`config.mk`:
```
export PLATFORM = sky130hd
export DESIGN_NAME = vec_mem_seq_flat
export DESIGN_NICKNAME = d
export VERILOG_FILES = /design/src/rtl/vec_mem_seq_if.sv /design/src/rtl/vec_mem_seq.sv /design/src/flat_wrapper.sv
export SDC_FILE = /design/constraint.sdc
export NUM_CORES = 1
export LEC_CHECK = 0
export CORE_AREA = 2 2 110 112
export CTS_BUF_LIST = sky130_fd_sc_hd__clkbuf_8 sky130_fd_sc_hd__clkbuf_16
export CTS_CLUSTER_SIZE = 14
export DETAILED_ROUTE_END_ITERATION = 8
export DIE_AREA = 0 0 112 114
export GPL_TIMING_DRIVEN = 1
export PLACE_DENSITY_LB_ADDON = 0.15
export SLEW_MARGIN = 0
export SYNTH_ARGS = -nofsm -noshare
export SYNTH_HDL_FRONTEND = slang
export SYNTH_SLANG_ARGS = --single-unit
```
`constraint.sdc`:
```
create_clock -name clk -period 3.55 [get_ports clk]
set_input_delay 0.5325 -clock clk [delete_from_list [all_inputs] [get_ports clk]]
set_output_delay 0.5325 -clock clk [all_outputs]
set_load 0.005 [all_outputs]
```
`src/rtl/vec_mem_seq_if.sv`:
```
// Single-beat memory request bus: a beat completes when mem_req and mem_ready are both high at posedge.
// The sequencer drives the request through the master modport; the memory answers through the slave modport.
interface vec_mem_seq_if #(
    parameter int AW = 16,
    parameter int DW = 8
);
    logic          mem_req;
    logic          mem_we;
    logic [AW-1:0] mem_addr;
    logic [DW-1:0] mem_wdata;
    logic [DW-1:0] mem_rdata;
    logic          mem_ready;

    modport master (
        output mem_req,
        output mem_we,
        output mem_addr,
        output mem_wdata,
        input  mem_rdata,
        input  mem_ready
    );

    modport slave (
        input  mem_req,
        input  mem_we,
        input  mem_addr,
        input  mem_wdata,
        output mem_rdata,
        output mem_ready
    );
endinterface

```
`src/rtl/vec_mem_seq.sv`:
```
// Vector/scalar memory sequencer: one bus beat per lane, stalling the upstream pipe until the op retires.
// Latency: start cycle + one ACCESS cycle per beat + one DONE cycle; mem_ready low holds the beat and keeps stall high.
module vec_mem_seq #(
    parameter int LANES = 4,
    parameter int DW    = 8,
    parameter int AW    = 16
) (
    input  logic                  clk,
    input  logic                  reset,
    input  logic                  valid_in,
    input  logic [1:0]            cl_mem_op,
    input  logic                  cl_mem_st,
    input  logic [AW-1:0]         base_addr,
    input  logic [LANES*DW-1:0]   vec_wdata,
    input  logic [DW-1:0]         esc_wdata,
    vec_mem_seq_if.master         mem,
    output logic                  stall,
    output logic [LANES*DW-1:0]   vec_rdata,
    output logic [DW-1:0]         esc_rdata,
    output logic                  done,
    output logic                  err
);
    localparam int LW = (LANES > 1) ? $clog2(LANES) : 1;

    localparam logic [1:0] OP_SCALAR = 2'b01;
    localparam logic [1:0] OP_VECTOR = 2'b10;
    localparam logic [1:0] OP_RSVD   = 2'b11;

    typedef enum logic [1:0] {
        IDLE   = 2'd0,
        ACCESS = 2'd1,
        DONE   = 2'd2
    } state_t;

    state_t                state_q, state_d;
    logic [LW-1:0]         lane_q, lane_d;
    logic                  vec_q, vec_d;
    logic                  st_q, st_d;
    logic [AW-1:0]         base_q, base_d;
    logic [LANES*DW-1:0]   vwd_q, vwd_d;
    logic [DW-1:0]         swd_q, swd_d;
    logic [LANES*DW-1:0]   vrd_q, vrd_d;
    logic [DW-1:0]         erd_q, erd_d;
    logic                  err_q, err_d;

    logic start;
    logic last_beat;

    always_comb begin
        start     = (state_q == IDLE) && valid_in &&
                    ((cl_mem_op == OP_SCALAR) || (cl_mem_op == OP_VECTOR));
        last_beat = !vec_q || (lane_q == LW'(LANES - 1));
    end

    always_comb begin
        state_d = state_q;
        lane_d  = lane_q;
        vec_d   = vec_q;
        st_d    = st_q;
        base_d  = base_q;
        vwd_d   = vwd_q;
        swd_d   = swd_q;
        vrd_d   = vrd_q;
        erd_d   = erd_q;
        err_d   = 1'b0;

        case (state_q)
            IDLE: begin
                if (start) begin
                    state_d = ACCESS;
                    lane_d  = '0;
                    vec_d   = (cl_mem_op == OP_VECTOR);
                    st_d    = cl_mem_st;
                    base_d  = base_addr;
                    vwd_d   = vec_wdata;
                    swd_d   = esc_wdata;
                end else if (valid_in && (cl_mem_op == OP_RSVD)) begin
                    err_d = 1'b1;
                end
            end
            ACCESS: begin
                // Lane only advances on a completed beat, so a stalled beat keeps addr/data stable.
                if (mem.mem_ready) begin
                    if (!st_q) begin
                        if (vec_q) begin
                            vrd_d[int'(lane_q) * DW +: DW] = mem.mem_rdata;
                        end else begin
                            erd_d = mem.mem_rdata;
                        end
                    end
                    if (last_beat) begin
                        state_d = DONE;
                    end else begin
                        lane_d = lane_q + LW'(1);
                    end
                end
            end
            DONE: begin
                state_d = IDLE;
            end
            default: begin
                state_d = IDLE;
            end
        endcase
    end

    always_ff @(posedge clk) begin
        if (reset) begin
            state_q <= IDLE;
            lane_q  <= '0;
            vec_q   <= 1'b0;
            st_q    <= 1'b0;
            base_q  <= '0;
            vwd_q   <= '0;
            swd_q   <= '0;
            vrd_q   <= '0;
            erd_q   <= '0;
            err_q   <= 1'b0;
        end else begin
            state_q <= state_d;
            lane_q  <= lane_d;
            vec_q   <= vec_d;
            st_q    <= st_d;
            base_q  <= base_d;
            vwd_q   <= vwd_d;
            swd_q   <= swd_d;
            vrd_q   <= vrd_d;
            erd_q   <= erd_d;
            err_q   <= err_d;
        end
    end

    always_comb begin
        mem.mem_req   = (state_q == ACCESS);
        mem.mem_we    = (state_q == ACCESS) && st_q;
        mem.mem_addr  = base_q + AW'(lane_q);
        mem.mem_wdata = vec_q ? vwd_q[int'(lane_q) * DW +: DW] : swd_q;
        stall         = start || (state_q == ACCESS);
        done          = (state_q == DONE);
        err           = err_q;
        vec_rdata     = vrd_q;
        esc_rdata     = erd_q;
    end
endmodule

```
`src/flat_wrapper.sv`:
```
// flat-port wrapper written by rule: the top's interface ports become plain ports
module vec_mem_seq_flat 
#(
    parameter int LANES = 4,
    parameter int DW    = 8,
    parameter int AW    = 16
)
  (clk, reset, valid_in, cl_mem_op, cl_mem_st, base_addr, vec_wdata, esc_wdata, stall, vec_rdata, esc_rdata, done, err, mem_mem_req, mem_mem_we, mem_mem_addr, mem_mem_wdata, mem_mem_rdata, mem_mem_ready);
  vec_mem_seq_if #(.AW(AW), .DW(DW)) mem_i ();
  input  logic clk;
  input  logic reset;
  input  logic valid_in;
  input  logic [1:0] cl_mem_op;
  input  logic cl_mem_st;
  input  logic [AW-1:0] base_addr;
  input  logic [LANES*DW-1:0] vec_wdata;
  input  logic [DW-1:0] esc_wdata;
  output logic stall;
  output logic [LANES*DW-1:0] vec_rdata;
  output logic [DW-1:0] esc_rdata;
  output logic done;
  output logic err;
  output wire logic [$bits(mem_i.mem_req)-1:0] mem_mem_req;
  output wire logic [$bits(mem_i.mem_we)-1:0] mem_mem_we;
  output wire logic [$bits(mem_i.mem_addr)-1:0] mem_mem_addr;
  output wire logic [$bits(mem_i.mem_wdata)-1:0] mem_mem_wdata;
  input wire logic [$bits(mem_i.mem_rdata)-1:0] mem_mem_rdata;
  input wire logic [$bits(mem_i.mem_ready)-1:0] mem_mem_ready;
  assign mem_mem_req = mem_i.mem_req;
  assign mem_mem_we = mem_i.mem_we;
  assign mem_mem_addr = mem_i.mem_addr;
  assign mem_mem_wdata = mem_i.mem_wdata;
  assign mem_i.mem_rdata = mem_mem_rdata;
  assign mem_i.mem_ready = mem_mem_ready;
  vec_mem_seq #(.LANES(LANES), .DW(DW), .AW(AW)) u_core (.clk(clk), .reset(reset), .valid_in(valid_in), .cl_mem_op(cl_mem_op), .cl_mem_st(cl_mem_st), .base_addr(base_addr), .vec_wdata(vec_wdata), .esc_wdata(esc_wdata), .mem(mem_i), .stall(stall), .vec_rdata(vec_rdata), .esc_rdata(esc_rdata), .done(done), .err(err));
endmodule
```
======== Word-level counts from Yosys, hierarchy flattened ========
Cells that the tools add are included.
operators by class
  add/sub/neg operators ................... 3
  reductions and logical operators ........ 16
  multiplexer cells ....................... 11
  $mul .................................... 0
  shift-type cells ........................ 3
  bitwise operators ....................... 3
  div/mod/pow operators ................... 0
  equality and inequality tests ........... 10
  order comparisons ....................... 0
operators with widths
  cell                                                    count
  negation 5 -> 33 bit                                    1
  variable shift 8 x 33 -> 32 bit (first input constant)  1
  indexed part select 8 x 33 -> 32 bit                    1
  bitwise mux 32 bit                                      1
  indexed part select 32 x 6 -> 8 bit                     1
  adder 16 x 2 -> 16 bit                                  1
  two-way mux 2 bit                                       6
  AND reduction 4 bit                                     3
  equality test 2 bit (second input constant)             4
  two-way mux 8 bit                                       1
  one-hot mux 2 bit (2 select lines)                      2
  inequality test 2 x 1 -> 1 bit (second input constant)  3
  equality test 2 x 1 -> 1 bit (second input constant)    2
  logical AND 1 bit                                       4
  logical OR 1 bit                                        3
  NOT 1 bit                                               3
  AND reduction 3 bit                                     1
  OR reduction 3 bit                                      1
  adder 2 x 1 -> 2 bit (second input constant)            1
  logical NOT 2 bit                                       1
  inequality test 2 bit (second input constant)           1
  AND reduction 2 bit                                     1
  nonzero test 2 bit                                      1
  logical NOT 1 bit                                       1
  two-way mux 1 bit                                       1
storage, ports and cells
  bits in writable memories ............... 0
  memories ................................ 0
  bits in read-only memories .............. 0
  register bits ........................... 103
  latch bits .............................. 0

======== Depth between registers and ports, before layout ========
  depth after elaboration ................. 5
  gate-level depth with buffers ........... 8
  depth with buffers taken out ............ 7

======== Least setup slack after synthesis ========
Ideal clock, no wire load.
  path type ............................... register to output
  from .................................... register u_core.lane_q[1]
  to ...................................... output mem_mem_addr[12]
  path buffers ............................ 1
  slack ................................... 1,105 ps
  arrival ................................. 1,912 ps
  data required time ...................... 3,017 ps
  stages on the path, launching flop included .. 8
  cells stage by stage .................... dfxtp_1 > buf_2 > inv_1 > fa_1 > nor2b_1 > nand4_1 > nor2_1 > xor2_1
on the way
  longest elaborated chain between the ends .. 1
ends and longest elaborated chain
  what                      line                RTL
  start: declaration        vec_mem_seq.sv:36   logic [LW-1:0] lane_q, lane_d;
  start signal: assignment  vec_mem_seq.sv:121  lane_q <= lane_d;
  adder 16 x 2 -> 16 bit    vec_mem_seq.sv:136  mem.mem_addr = base_q + AW'(lane_q);
  end: declaration          flat_wrapper.sv:25  output wire logic [$bits(mem_i.mem_addr)-1:0] mem_mem_addr;
Every way passes these cells.

======== Final worst setup path ========
  from .................................... register u_core.base_q[0]
  to ...................................... output mem_mem_addr[14]
on the way
  longest elaborated chain between the ends .. 1
ends and longest elaborated chain
  what                      line                RTL
  start: declaration        vec_mem_seq.sv:39   logic [AW-1:0] base_q, base_d;
  start signal: assignment  vec_mem_seq.sv:124  base_q <= base_d;
  adder 16 x 2 -> 16 bit    vec_mem_seq.sv:136
Every way passes these cells.

==> run summary <==
RSZ-0062 raised after global routing: false
Drt drc: 0
Logic pwr share: 11.9%
GPL Wtd Cong: 0.784
Post-CTS Resized: 0
Clk_lat worst skew: 340 ps
Worst hold path depth: 2
Mapped Cells: 540
Final wirelength: 11700 µm
Min Clock Period, post-route: 3170 ps
Io pins: 140
Crit path cell chain: ha_1 > inv_1 > fa_1 > nor2b_1 > nand4_1 > nor2_1 > xor2_1 > clkdlybuf4s50_1
Yosys top cell by area: dfxtp_1
Crit share post-route: 89.2%
Final Hold Fails: 0
Htree depth: 3
Num rows: 40
All-Layer GR Usage: 18.1%
Distinct cells, synth: 32
Hold EP: u_core.vec_rdata[7]$_SDFFE_PP0P_
Total CTS buffers: 9
Nets: 741
Max clock buf depth: 2
Die outline height: 114 µm
Initial antenna violation count: 0
Worst rel slew slack: 29.3%
Status: completed
Syn Area/Cell: 8.21 µm²
Pre-CTS setup slack: 541 ps
WL/cell: 14.4 µm
Worst hold start: u_core.vec_rdata[7]$_SDFFE_PP0P_
Post-DP HPWL: 8200 µm
Reg2reg end: u_core.vec_rdata[5]$_SDFFE_PP0P_
Setup CP Type: flip-flop to output pin
Vias in the first global route: 3808
Largest cells by area after synthesis: dfxtp_1, nand2_1, a21oi_1
Synthesized Nets: 622
Crit-path slowest cell: clkdlybuf4s50_1
Setup violations, final: 0
Clk root buf: clkbuf_16
Ant diodes: 0
Die width: 112 µm
Worst VDD drop: 0.282 mV
Fill count: 1149
Via density per instance: 4.84
Pwr dens: 400 nW/µm²
Max cap viols: 0
Setup ws final: 385 ps
Worst-path clk slew: 70 ps
Clock power frac: 38.4%
Via count: 3928
Synth Register Bits: 103
CP arrival: 2630 ps
Worst-Margin Slew: 1060 ps
Crit end category: output pin
Final core occ: 52.7%
Part of the power in registers: 49.8%
Layout area overhead: 39.2%
Crit path max fanout: 4
Max incr delay on CP: 520 ps
Setup Skew: 8.09 ps
FF-to-FF setup slack: 1160 ps
CTS tree: built
FFs w/ async S/R, synth: 0%
Clk sinks: 103
Worst min path class: flip-flop to flip-flop
Post-route ant nets: 0
Internal power: 1860 µW
CORE AREA: 11700 µm²
Fmax: 316 MHz
Post-synth top area share: 46.5%
Most instantiated library cell after synthesis: nand2_1
Share of layout cells above drive strength 1: 6.02%
DIE AREA: 12800 µm²
CP Launch Type: flip-flop
Total negative setup slack: 0 ps
Reg2reg start: u_core.lane_q[0]$_SDFFE_PP0P_
Port buffer count: 139
Synth Cell Area: 4430 µm²
First-pass GRT wire length: 18800 µm
Sw Pwr: 604 µW
Sw Ratio: 24.5%
Synth Flop Type: dfxtp_1
Cts hold-fix bufs: 0
DR iter-0 viols: 211
Lkg Pwr: 0.00216 µW
Largest net degree at the start of global routing: 104
EDFF count, synth: 0
Max-slew violation count: 0
Total grt overflow: 0
Critical Path RT: 3020 ps
Sequential area share after synthesis: 46.5%
Ys Warns: 0
Pre-Repair DR Iteration Count: 4
Setup Fix Bufs, Post-CTS: 0
Commonest cells in the synthesized netlist: nand2_1, dfxtp_1, a21oi_1
Starting Density: 37.9%
R2R depth: 6
## final cells by class
cell class | count | area (µm²) | share of cell area (%)
multi-input combinational | 393 | 2170 | 35.2
timing repair buffer | 143 | 1430 | 23.2
clock inverter | 6 | 52.6 | 0.851
sequential | 103 | 2060 | 33.4
tap | 147 | 184 | 2.98
clock buffer | 10 | 239 | 3.87
inverter | 9 | 33.8 | 0.547
## cells in the final DEF, fill, tap and decap left out, types with 4 or more instances in the layout
| cell type | n |
|---|---|
| nand2_1 | 166 |
| clkdlybuf4s50_1 | 138 |
| dfxtp_1 | 103 |
| a21oi_1 | 99 |
| nand3_1 | 44 |
| xnor2_1 | 10 |
| ha_1 | 10 |
| inv_1 | 9 |
| nor2_1 | 9 |
| clkbuf_16 | 9 |
| mux4_2 | 8 |
| mux2_2 | 8 |
| and3_1 | 7 |
| nand4_1 | 5 |
| xor2_1 | 4 |
| nor3_1 | 4 |
| buf_4 | 4 |
## power by group through the flow
stage / combinational, µW / sequential, µW / clock, µW
2_1_floorplan: 141 / 1250 / 0
3_3_place_gp: 292 / 1250 / 0
3_5_place_dp: 295 / 1260 / 0
4_1_cts: 296 / 1230 / 976
5_1_grt: 320 / 1230 / 1030
6_report: 292 / 1230 / 947
## registers in the layout (all words and copies together) (netlist names)
signal	count
u_core.vec_rdata	32
u_core.vwd_q	32
u_core.base_q	16
u_core.esc_rdata	8
u_core.swd_q	8
u_core.lane_q	2
u_core.state_q	2
u_core.err	1
u_core.st_q	1
u_core.vec_q	1
## per-stage QoR
stage,hold slack [ps],cells,total power (µW),instance area (µm²)
after global placement,439,795,1550,5880
after CTS,455,811,2500,6170
final,453,811,2470,6170
after detailed placement,446,795,1550,5880
after floorplan,433,540,1390,4430
after global routing,478,811,2580,6170
## worst max-delay path: cells and delay by family (launching register included)
kind,cells,cell delay (ps)
adders and majority gates,2,570
DFF,1,340
buffers and inverters,2,570
and+or+nand+nor,3,650
xor gates and xnor gates,1,160
## worst max path at each step
| stage | end | cells after the start | slack, ps | start |
|---|---|---|---|---|
| after floorplan | mem_mem_addr[12] | 7 | 1110 | u_core.lane_q[1]$_SDFFE_PP0P_ |
| after global placement | stall | 6 | 560 | cl_mem_op[0] |
| after detailed placement | stall | 6 | 540 | cl_mem_op[0] |
| after CTS | mem_mem_addr[14] | 8 | 360 | u_core.base_q[0]$_SDFFE_PP0P_ |
| after global routing | mem_mem_addr[14] | 8 | 180 | u_core.lane_q[0]$_SDFFE_PP0P_ |
| final | mem_mem_addr[14] | 8 | 380 | u_core.base_q[0]$_SDFFE_PP0P_ |
## routing by layer
| layer | global-route usage, % | wire (µm) | vias to the layer above | share of wire (%) |
|---|---|---|---|---|
| met4 | 3.41 | 78 | 0 | 0.67 |
| met2 | 29.7 | 5500 | 94 | 47 |
| met5 | 0 | 0 | - | 0 |
| met3 | 4.09 | 498 | 7 | 4.3 |
| li1 | - | - | 2043 | - |
| met1 | 24.9 | 5620 | 1784 | 48 |
## logic make-up (layout without fill, tap and decap cells)
kind of cell	count (synthesis)	count (layout)	share of synthesized area [%]
AND/OR/NAND/NOR	249	249	24.7
flip-flops	103	103	46.5
AO/OA/AOI/OAI	101	101	11.5
buffers and inverters	44	168	4.77
multiplexers	18	18	6.55
XOR/XNOR	14	14	2.77
adder cells (fa/ha/maj)	11	11	3.27
Power figures use the tool's default switching activity.
